===== config.mk =====
export PLATFORM = sky130hd
export DESIGN_NAME = int_to_fp_norm
export DESIGN_NICKNAME = d
export VERILOG_FILES = /design/src/rtl/int_to_fp_norm.sv
export SDC_FILE = /design/constraint.sdc
export NUM_CORES = 1
export LEC_CHECK = 0
export CAP_MARGIN = 30
export CORE_ASPECT_RATIO = 0.9
export CORE_MARGIN = 2
export CORE_UTILIZATION = 35
export CTS_BUF_LIST = sky130_fd_sc_hd__clkbuf_2 sky130_fd_sc_hd__clkbuf_4 sky130_fd_sc_hd__clkbuf_8
export DETAILED_ROUTE_END_ITERATION = 10
export GPL_TIMING_DRIVEN = 1
export SYNTH_ARGS = -nofsm -noshare
export SYNTH_HDL_FRONTEND = slang
export SYNTH_SLANG_ARGS = --single-unit

===== constraint.sdc =====
create_clock -name clk -period 2.7 [get_ports clk]
set_clock_uncertainty 0.2 [all_clocks]
set_input_delay 0.405 -clock clk [delete_from_list [all_inputs] [get_ports clk]]
set_output_delay 0.405 -clock clk [all_outputs]
set_load 0.005 [all_outputs]

===== src/rtl/int_to_fp_norm.sv =====
// int_to_fp_norm: converts a two's-complement integer into the simplified
// float format {sign, exp, frac}, value = (-1)^sign * 0.frac * 2^exp.
// Normalization shifts the magnitude left one bit per clock until frac[MSB]
// is set. Valid/ready handshakes are used on both the input and the output.
module int_to_fp_norm #(
  parameter int INT_W  = 8,
  parameter int FRAC_W = 8,
  parameter int EXP_W  = 4
) (
  input  logic                    clk,
  input  logic                    reset,
  input  logic [INT_W-1:0]        int_in,
  input  logic                    in_valid,
  output logic                    in_ready,
  output logic [EXP_W+FRAC_W:0]   fp_out,
  output logic                    out_zero,
  output logic                    out_valid,
  input  logic                    out_ready
);

  typedef enum logic [1:0] {
    IDLE,
    NORM,
    DONE
  } state_t;

  localparam logic [EXP_W-1:0] EXP_INIT = EXP_W'(INT_W);

  state_t              state;
  logic                sign;
  logic [FRAC_W-1:0]   mant;
  logic [EXP_W-1:0]    exp_r;

  logic [INT_W-1:0]    mag;
  logic [FRAC_W-1:0]   mant_shl;
  logic [EXP_W-1:0]    exp_dec;

  // Magnitude of the input and next-step values for normalization.
  // The magnitude of the most negative input wraps to 2^(INT_W-1), which is
  // already normalized.
  always_comb begin
    mag      = int_in[INT_W-1] ? ('0 - int_in) : int_in;
    mant_shl = {mant[FRAC_W-2:0], 1'b0};
    exp_dec  = exp_r - EXP_W'(1);
  end

  // Input is accepted only in IDLE, and never while reset is asserted.
  always_comb begin
    in_ready = (state == IDLE) && !reset;
  end

  // Control FSM with registered result and status outputs.
  always_ff @(posedge clk) begin
    if (reset) begin
      state     <= IDLE;
      sign      <= 1'b0;
      mant      <= '0;
      exp_r     <= '0;
      fp_out    <= '0;
      out_zero  <= 1'b0;
      out_valid <= 1'b0;
    end else begin
      case (state)
        IDLE: begin
          if (in_valid) begin
            sign  <= int_in[INT_W-1];
            mant  <= mag;
            exp_r <= EXP_INIT;
            if (mag == '0) begin
              fp_out    <= '0;
              out_zero  <= 1'b1;
              out_valid <= 1'b1;
              state     <= DONE;
            end else if (mag[INT_W-1]) begin
              fp_out    <= {int_in[INT_W-1], EXP_INIT, mag};
              out_zero  <= 1'b0;
              out_valid <= 1'b1;
              state     <= DONE;
            end else begin
              out_zero  <= 1'b0;
              state     <= NORM;
            end
          end
        end
        NORM: begin
          mant  <= mant_shl;
          exp_r <= exp_dec;
          if (mant_shl[FRAC_W-1]) begin
            fp_out    <= {sign, exp_dec, mant_shl};
            out_valid <= 1'b1;
            state     <= DONE;
          end
        end
        DONE: begin
          if (out_ready) begin
            out_valid <= 1'b0;
            state     <= IDLE;
          end
        end
        default: state <= IDLE;
      endcase
    end
  end

endmodule


Yosys cells after proc, flatten, opt, wreduce, memory -nomap -nowiden
Cells that the tools add are included.

Bits in registers: 29. Output and inout port bits: 16. Word-level logic and storage cells: 49.

Add/subtract/negate cells: 2. Reductions and logical operators: 11. Mux-type cells: 23. Equality and inequality tests: 6.

Operators by type and width (count): $mux W13 (4); $pmux W13 S2 (1); $pmux W7 S2 (1); $mux W2 (5); $logic_not A8 Y1 (1); $mux W8 (1); $pmux W4 S2 (1); $sub A1 B8 Y8 const A (1); $mux W7 (1); $mux W1 (6); $ne A2 B2 Y1 const B (3); $pmux W2 S3 (1); $reduce_and A5 Y1 (1); $mux W4 (1); $reduce_and A2 Y1 (2); $reduce_and A4 Y1 (1); $sub A4 B1 Y4 const B (1); $ne A3 B2 Y1 const B (1); $pmux W1 S3 (1); $reduce_and A3 Y1 (1); $reduce_bool A3 Y1 (1); $eq A2 B1 Y1 const B (1); $eq A2 B2 Y1 const B (1); $logic_not A2 Y1 (1); 3 further kinds (3).

Logic depth before layout (Yosys ltp)
Gate-level depths: netlist of the first run.

Depth after elaboration: 6. Mapped depth: 9. Depth with buffers taken out: 8.

Worst setup path after synthesis of the first run
Ideal clock, no wire load.

Path kind: input-to-reg. Start point: input port int_in[0]. End point: register fp_out[12]. Path slack: 409 ps. Path buffers: 1. Stages on the path: 9. Arrival: 2012 ps. Data required time: 2421 ps. Cell sequence: inv_1 -> ha_1 -> or3b_2 -> nand2_1 -> xnor2_1 -> a31o_2 -> buf_6 -> a21oi_2 -> a211oi_2.

Cells in the longest elaborated chain, start to end: 6.

RTL lines: from (decl) (line 12) `input logic [INT_W-1:0] int_in,`; $sub A1 B8 Y8 (line 42) `mag = int_in[INT_W-1] ? ('0 - int_in) : int_in;`; $mux W8 (*) (line 42); $logic_not A8 Y1 (line 69) `if (mag == '0) begin`; $mux W13 (line 69); $mux W13 (line 65) `if (in_valid) begin`; $pmux W13 S2 (line 63) `case (state)`; to (signal assigned) (line 75) `fp_out <= {int_in[INT_W-1], EXP_INIT, mag};`; to (signal assigned) (line 89) `fp_out <= {sign, exp_dec, mant_shl};`; to (decl) (line 15) `output logic [EXP_W+FRAC_W:0] fp_out,`.

Every way passes the cells marked *; elsewhere a longest branch is shown, timed or not. The select of a mux whose other input is x is not followed. A chain may end at the register's enable or synchronous reset.

Worst setup path in the final report of the first run
Start point: input port int_in[0]. End point: register fp_out[11].

Same word-level chain as after synthesis.

==> results of run 1 <==
power by group through the flow:
stage                     clock network [mW]  registers, mW  logic [mW]
after floorplan                            0          0.506       0.239
after global placement                     0          0.511       0.356
after detailed placement                   0          0.511       0.358
after CTS                              0.383          0.502       0.359
after global routing                   0.400          0.507       0.418
final                                  0.377          0.502       0.377
cell families after synthesis:
logic type	count (synthesis)	share of synthesized area
XOR/XNOR	8	0.0436
buffers and inverters	24	0.0864
adder cells (fa/ha/maj)	2	0.0156
AO/OA/AOI/OAI	60	0.255
flip-flops	29	0.361
AND/OR/NAND/NOR	72	0.232
multiplexers	1	0.00623
layout by cell type, fill, tap and decap left out, types with 2 or more instances in the layout:
master and instances:
nor4_1 2, nor3_1 4, dfxtp_1 29, nand2b_1 2
nor2b_1 3, o31ai_1 2, o21ai_0 5, o21ai_1 7
a31oi_1 2, ha_1 2, clkdlybuf4s50_1 27, nand2_1 13
nor2_1 26, a21oi_1 21, clkbuf_8 6, nand4_1 7
buf_4 22, a211oi_1 5, xor2_1 3, nand3_1 4
xnor2_1 4, inv_1 11
worst min-delay path: cells and delay by family, from the launching register on:
family,cells,cell delay [ps]
simple gates,1,50
compound gates,1,50
flops,1,300
worst paths after layout:
check,startpoint,end,slack [ps]
worst max-delay path,int_in[0],fp_out[11]$_SDFFE_PP0P_,110
worst max register to register,state[1]$_SDFFE_PP0P_,fp_out[1]$_SDFFE_PP0P_,620
worst min-delay path,fp_out[5]$_SDFFE_PP0P_,fp_out[5]$_SDFFE_PP0P_,250
worst min register to register,fp_out[5]$_SDFFE_PP0P_,fp_out[5]$_SDFFE_PP0P_,250
area by class of cell:
cell class,count,area [um2]
Fill cell,468,2300
Multi-Input combinational cell,143,911
Sequential cell,29,581
Timing Repair Buffer,49,435
Clock buffer,7,90.1
Tap cell,62,77.6
Inverter,11,41.3
synth_stat cells (2+ instances only):
cell type,number,area share
a211oi_1,5,0.023
dfxtp_1,29,0.36
a21oi_1,21,0.065
nor2_1,26,0.061
nand3_1,4,0.012
a31oi_1,2,0.0078
clkbuf_1,7,0.016
o21ai_1,7,0.022
nor3_1,4,0.012
o2111ai_1,2,0.011
buf_6,2,0.014
nand2b_1,2,0.0078
xor2_1,3,0.016
o21ai_0,5,0.016
nand4_1,7,0.027
nor4_1,2,0.0078
nor2b_1,3,0.012
o31ai_1,2,0.0093
ha_1,2,0.016
xnor2_1,5,0.027
clkbuf_8,3,0.026
nand2_1,13,0.030
inv_1,11,0.026
state kept, by name (all words and copies together) (netlist names):
| signal | cells |
|---|---|
| exp_r | 4 |
| mant | 7 |
| out_valid | 1 |
| out_zero | 1 |
| state | 2 |
| fp_out | 13 |
| sign | 1 |
per-stage QoR:
step	setup WS (ps)	std cells	hold WS, ps	cell area (um2)	total power, mW
after floorplan	409	196	230	1610	0.745
after global placement	-207	291	241	2000	0.868
after detailed placement	-241	291	246	2000	0.869
after CTS	32.2	298	254	2090	1.24
after global routing	15.9	301	263	2140	1.33
final	113	301	248	2140	1.26
what timing repair did:
action / CTS / global route
setup buffers: 0 / 3
hold endpoints to repair: 0 / 0
setup endpoints to repair: 0 / 10
hold buffers: 0 / 0
resized for setup: 0 / 3
routing by layer:
layer	routed length (um)	up-vias
met2	1790	30
met3	165	7
met5	0	-
met1	1830	702
li1	-	784
met4	66	0
==> results.json, run 1 <==
{
  "worstHoldPathCells": 2,
  "yosys_most_used_dff": "dfxtp_1",
  "drcViolationCount": 0,
  "final_core_util": 0.482,
  "cts-htree-levels": 2,
  "min_path_type": "flip-flop to flip-flop",
  "leakage_nw": 0.810,
  "end_kind": "flip-flop",
  "grt.met1_usage": 0.218,
  "finalWirelength_um": 3850,
  "status": "finished, final reports clean",
  "place_hpwl_um": 2730,
  "clk_latency_ps": 280,
  "p_int_mw": 0.862,
  "worst_pin_slew_ps": 741,
  "power.switching_mw": 0.393,
  "grt_pass1_vias": 1370,
  "vias": 1523,
  "drt_iter0_drc": 83,
  "seqPwrFrac": 0.400,
  "grt_setup_unrepaired": "no",
  "post-route-min-period_ps": 2590,
  "critPathBufInv": 3,
  "coreArea_um2": 4430,
  "cp_data_required_time_ps": 2660,
  "gp_congestion": 0.753,
  "slowest_stage": "or4_4",
  "p_sw_frac": 0.313,
  "antenna_left": 0,
  "grt_max_degree": 27,
  "yosysWarningCount": 0,
  "worst-r2r-cell-count": 5,
  "die_w_um": 75.4,
  "synth-async-reset-ratio": 0,
  "syn_nets": 210,
  "grt_pass1_wl_um": 6310,
  "ios": 28,
  "synth_seq_cells": 29,
  "period_share": 0.958,
  "cp_slowest_stage_delay_ps": 560,
  "path_delay_family": "simple AND/OR/NAND/NOR gates",
  "slew_headroom": 0.504,
  "path_cells": "clkdlybuf4s50_1 > buf_4 > or4_4 > o2111ai_2 > nand3_2 > a31o_4 > buf_4 > o2111ai_1 > o21ai_1",
  "netlist_area_um2": 1610,
  "grt_busiest_layer": "met2",
  "fmax_ghz": 0.386,
  "io_buffers": 27,
  "routed_via_density": 5.06,
  "setup_viol": 0,
  "start_util": 0.363,
  "wire_per_inst_um": 12.8,
  "use_met2": 0.257,
  "antenna_found_initial": 0,
  "peakVddDrop_uv": 214,
  "comb_power_share": 0.300,
  "clk_pin_slew_worst_paths_ps": 60,
  "cp_max_fo": 8,
  "synth.avg_cell_area_um2": 8.20,
  "synth_edf_count": 0,
  "groute.layer.met3.usage": 0.0353,
  "die_h_um": 68.3,
  "pwr-share-clk": 0.300,
  "cts.sinks": 29,
  "report.final.slew_viol_count": 0,
  "grt-ovfl-total": 0,
  "setup_tns_ps": 0,
  "synth_seq_area_share": 0.361,
  "path_depth": 9,
  "synth_cell_types": 52,
  "cp.arrival_ps": 2550,
  "numCtsBuffers": 5,
  "placementRows": 23,
  "max_cap_viol_count": 0,
  "nets": 253,
  "grt_util_all_layers": 0.165,
  "syn2layout_area_growth_pct": 32.8,
  "p_per_area_nw_per_um2": 588,
  "cts_tree": "yes",
  "clock-root-buffer": "clkbuf_8",
  "drive_above_1_share": 0.184,
  "clockBufferDepth": 2,
  "n_antenna_cell": 0,
  "die_area_um2": 5150,
  "crit_type": "input port to flip-flop",
  "start_kind": "input port",
  "synthCells": 196,
  "report.final.hold_viol_count": 0,
  "crit_top_cell": "buf_4",
  "dr.pass1.iters": 4
}
(Power assumes the default switching activity.)
==> run 2, diff against run 1 <==
--- a/config.mk
+++ b/config.mk
@@ -11,7 +11,9 @@
 export CORE_UTILIZATION = 35
 export CTS_BUF_LIST = sky130_fd_sc_hd__clkbuf_2 sky130_fd_sc_hd__clkbuf_4 sky130_fd_sc_hd__clkbuf_8
 export DETAILED_ROUTE_END_ITERATION = 10
+export DONT_BUFFER_PORTS = 1
 export GPL_TIMING_DRIVEN = 1
+export MAX_ROUTING_LAYER = met4
 export SYNTH_ARGS = -nofsm -noshare
 export SYNTH_HDL_FRONTEND = slang
 export SYNTH_SLANG_ARGS = --single-unit
==> constraint.sdc (replaced) <==
create_clock -name clk -period 2.4 [get_ports clk]
set_clock_uncertainty 0.2 [all_clocks]
set_input_delay 0.36 -clock clk [delete_from_list [all_inputs] [get_ports clk]]
set_output_delay 0.36 -clock clk [all_outputs]
set_load 0.005 [all_outputs]
==> results.json, run 2 (synthesis results as in run 1) <==
{
  "path_cells": "inv_1 > ha_1 > or3b_2 > nand2_1 > xnor2_1 > nand3_1 > buf_4 > o21a_1 > nor2_1",
  "max_cap_viol_count": 0,
  "gp_congestion": 0.812,
  "cp_data_required_time_ps": 2410,
  "final_common_cell": "dfxtp_1",
  "peakVddDrop_uv": 230,
  "rrSetupSlack_ps": 570,
  "antenna_left": 0,
  "wire_per_inst_um": 14.2,
  "cp_max_fo": 6,
  "placed_cells": 253,
  "syn2layout_area_growth_pct": 8.48,
  "ios": 28,
  "regToRegEndpoint": "fp_out[12]$_SDFFE_PP0P_",
  "min_path_type": "input port to flip-flop",
  "fin_cells": 262,
  "cts-htree-levels": 2,
  "largest_register_ffs": 13,
  "place_hpwl_um": 2650,
  "die_w_um": 75.4,
  "report.final.slew_viol_count": 0,
  "antenna_found_initial": 0,
  "end_kind": "flip-flop",
  "postCtsSetupBuffers": 0,
  "coreArea_um2": 4430,
  "worst_pin_slew_ps": 933,
  "post-route-min-period_ps": 2040,
  "p_per_area_nw_per_um2": 735,
  "endpoint": "out_zero$_SDFFE_PP0P_",
  "path_delay_family": "simple AND/OR/NAND/NOR gates",
  "leakage_nw": 0.635,
  "critPathBufInv": 2,
  "nFillCells": 477,
  "cts_tree": "yes",
  "routed_via_density": 5.40,
  "fmax_ghz": 0.490,
  "cp_slowest_stage_delay_ps": 460,
  "pre_cts_slack_ps": 75.7,
  "finalWirelength_um": 3710,
  "start_kind": "input port",
  "post_cts_resize_count": 0,
  "grt_pass1_wl_um": 5870,
  "start_util": 0.363,
  "grt_pass1_vias": 1257,
  "grt-ovfl-total": 0,
  "r2r-start": "state[1]$_SDFFE_PP0P_",
  "report.final.hold_viol_count": 0,
  "cts.sinks": 29,
  "grt_max_degree": 22,
  "top_register": "fp_out",
  "vias": 1414,
  "critPathLaunch": "int_in[0]",
  "slowest_stage": "or3b_2",
  "setup_tns_ps": 0,
  "clock-root-buffer": "clkbuf_8",
  "placementRows": 23,
  "period_share": 0.850,
  "clockBufferDepth": 2,
  "die_area_um2": 5150,
  "numCtsBuffers": 5,
  "worst-r2r-cell-count": 4,
  "power.total_mw": 1.28,
  "fin_ws_ps": 361,
  "drcViolationCount": 0,
  "worstHoldPathCells": 2,
  "crit_type": "input port to flip-flop",
  "final_core_util": 0.394,
  "grt_setup_unrepaired": "no",
  "nets": 213,
  "cts.hold.buffers_added": 1,
  "clk_pin_slew_worst_paths_ps": 60,
  "status": "finished, final reports clean",
  "path_depth": 9,
  "slew_headroom": 0.376,
  "cp.arrival_ps": 2050,
  "die_h_um": 68.3,
  "mostFrequentLayoutCells": "dfxtp_1, nor2_1, a21oi_1, nand2_1, inv_1",
  "grt_util_all_layers": 0.158,
  "io_buffers": 0,
  "largestRegisters": "fp_out: 13 flops, mant: 7 flops, exp_r: 4 flops",
  "setup_viol": 0,
  "drive_above_1_share": 0.145,
  "drt_iter0_drc": 49,
  "dr.pass1.iters": 4,
  "clk_latency_ps": 290,
  "n_antenna_cell": 0
}
==> run 2: per-layer routing <==
layer	routed length, um	vias up	global-route usage
met2	1780	39	0.247
met3	269	7	0.0442
met4	63	0	0.0789
met1	1600	662	0.187
li1	-	706	-
met5	0	-	-
==> run 2: per-stage QoR <==
| step | area (um2) | hold WS (ps) |
|---|---|---|
| floorplan | 1610 | 230 |
| global placement | 1650 | 230 |
| detailed placement | 1650 | 232 |
| CTS | 1740 | 25.2 |
| global route | 1740 | 57.0 |
| finish | 1740 | 36.3 |
==> run 2: power by group <==
part	switching [mW]	leakage [nW]	internal [mW]
combinational	0.192	0.353	0.126
clock	0.196	0.0439	0.199
sequential	0.0369	0.237	0.532
total	0.425	0.635	0.858
==> run 2: cell type report <==
cell class                      instances  area [um2]  area share
Inverter                               11        41.3      0.0237
Sequential cell                        29         581       0.333
Clock buffer                            5        68.8      0.0395
Timing Repair Buffer                    9        70.1      0.0402
Multi-Input combinational cell        143         888       0.509
Tap cell                               62        77.6      0.0445
Clock inverter                          3        17.5      0.0100
==> run 2: worst min-delay path by stage <==
stage	start	end
after floorplan	sign$_SDFFE_PP0P_	sign$_SDFFE_PP0P_
after global placement	reset	fp_out[12]$_SDFFE_PP0P_
after detailed placement	reset	fp_out[12]$_SDFFE_PP0P_
after CTS	int_in[7]	sign$_SDFFE_PP0P_
after global routing	int_in[7]	sign$_SDFFE_PP0P_
final	int_in[7]	sign$_SDFFE_PP0P_
==> run 2: worst register-to-register path, stage by stage, from the launching register on <==
cell and delay (ps):
dfxtp_1 380, o21bai_1 340, or2_2 430, nor2_4 220, a211oi_2 100
==> run 3, diff against run 2 <==
==> constraint.sdc (replaced) <==
create_clock -name clk -period 1.96 [get_ports clk]
set_clock_uncertainty 0.2 [all_clocks]
set_input_delay 0.294 -clock clk [delete_from_list [all_inputs] [get_ports clk]]
set_output_delay 0.294 -clock clk [all_outputs]
set_load 0.005 [all_outputs]
==> results.json, run 3 (synthesis results as in run 1) <==
{
  "status": "finished, final reports clean",
  "route.met2.wl_um": 1780,
  "clk_pin_slew_worst_paths_ps": 60,
  "cp_data_required_time_ps": 1880,
  "clock-root-buffer": "clkbuf_8",
  "slew_headroom": 0.385,
  "top_register": "fp_out",
  "multi_input_area_um2": 941,
  "worst_pin_slew_ps": 919,
  "cp_max_fo": 6,
  "io_buffers": 0,
  "critPathBufInv": 1,
  "grt_pass1_vias": 1305,
  "report.final.slew_viol_count": 0,
  "final_common_cell": "dfxtp_1",
  "end_kind": "flip-flop",
  "largest_register_ffs": 13,
  "post-route-min-period_ps": 1820,
  "clockBufferDepth": 2,
  "peakVddDrop_uv": 318,
  "highest_layer": "met4",
  "rrSetupSlack_ps": 160,
  "hold_end": "exp_r[3]$_SDFFE_PP0P_",
  "place_hpwl_um": 2700,
  "power.total_mw": 1.77,
  "antenna_left": 0,
  "grt_max_degree": 23,
  "seq_area_um2": 581,
  "cp.arrival_ps": 1750,
  "crit_type": "input port to flip-flop",
  "dr.pass1.iters": 4,
  "wl_met3_um": 174,
  "finalWirelength_um": 3840,
  "start_kind": "input port",
  "min_path_type": "input port to flip-flop",
  "gp_congestion": 0.777,
  "grt_setup_unrepaired": "yes",
  "numCtsBuffers": 5,
  "mostFrequentLayoutCells": "dfxtp_1, nor2_1, a21oi_1, nand2_1, buf_4",
  "met1_length_um": 1830,
  "vias": 1442,
  "final_core_util": 0.424,
  "slowest_stage": "or4_4",
  "drt_iter0_drc": 119,
  "setup_viol": 0,
  "pre_cts_slack_ps": -138,
  "antenna_found_initial": 0,
  "nets": 219,
  "max_cap_viol_count": 0,
  "report.final.hold_viol_count": 0,
  "hold_slack_ps": 17.4,
  "r2r-start": "state[1]$_SDFFE_PP0P_",
  "coreArea_um2": 4430,
  "syn2layout_area_growth_pct": 17.0,
  "path_cells": "or4_4 > o2111ai_2 > nand3_2 > a31o_4 > nand2_1 > buf_4 > a21oi_1",
  "worstHoldPathCells": 2,
  "drive_above_1_share": 0.184,
  "period_share": 0.931,
  "cts-htree-levels": 2,
  "fmax_ghz": 0.548,
  "drcViolationCount": 0,
  "setup_tns_ps": 0,
  "worst_hold_startpoint": "reset",
  "largestRegisters": "fp_out: 13 flops, mant: 7 flops, exp_r: 4 flops",
  "start_util": 0.363,
  "cts.sinks": 29,
  "p_per_area_nw_per_um2": 944,
  "fin_ws_ps": 136,
  "die_h_um": 68.3,
  "n_antenna_cell": 0,
  "grt-ovfl-total": 0,
  "die_w_um": 75.4,
  "ios": 28,
  "worst-r2r-cell-count": 5,
  "routed_via_density": 5.38,
  "clk_latency_ps": 280,
  "placementRows": 23,
  "leakage_nw": 0.693,
  "cp_slowest_stage_delay_ps": 530,
  "grt_util_all_layers": 0.165,
  "grt_pass1_wl_um": 6220,
  "die_area_um2": 5150,
  "path_delay_family": "simple AND/OR/NAND/NOR gates",
  "regToRegEndpoint": "fp_out[12]$_SDFFE_PP0P_",
  "cts_tree": "yes",
  "wire_per_inst_um": 14.3,
  "nFillCells": 473
}
## run 3: repair_timing
item	4_1_cts	5_1_grt
resized for setup	0	1
endpoints found under the setup margin	0	2
setup buffers	0	0
hold buffers	3	0
endpoints found under the hold margin	22	0
## run 3: cell type report
cell class | count | area share
inverters | 11 | 0.0220
repair buffers | 15 | 0.0639
clock inverters | 1 | 0.0160
well taps | 62 | 0.0413
clock buffers | 7 | 0.0479
flip-flops and latches | 29 | 0.309
multi-input cells | 143 | 0.500
## run 3: power by group
group | switching [mW] | internal (mW) | leakage [nW]
combinational | 0.246 | 0.177 | 0.394
clock | 0.226 | 0.428 | 0.0619
sequential | 0.0466 | 0.652 | 0.237
## run 3: routing by layer
metal	vias up	track usage
li1	716	-
met1	692	0.207
met2	27	0.259
met3	7	0.0412
met4	0	0.0570
met5	-	-
## run 3: worst max path at each step
stage                         start                       to  slack [ps]  cells after the start
after global routing      int_in[0]   fp_out[9]$_SDFFE_PP0P_          -6                      9
after global placement    int_in[0]   fp_out[9]$_SDFFE_PP0P_        -130                      7
after floorplan           int_in[0]  fp_out[12]$_SDFFE_PP0P_         -50                      7
after detailed placement  int_in[0]   fp_out[3]$_SDFFE_PP0P_        -140                      7
final                     int_in[0]   out_valid$_SDFFE_PP0P_         140                      7
after CTS                 int_in[0]  fp_out[12]$_SDFFE_PP0P_         120                      7
## run 3: per-stage QoR
step,std cells,instance area [um2]
detailed placement,257,1720
global placement,257,1720
global route,268,1880
finish,268,1880
CTS,268,1870
floorplan,196,1650
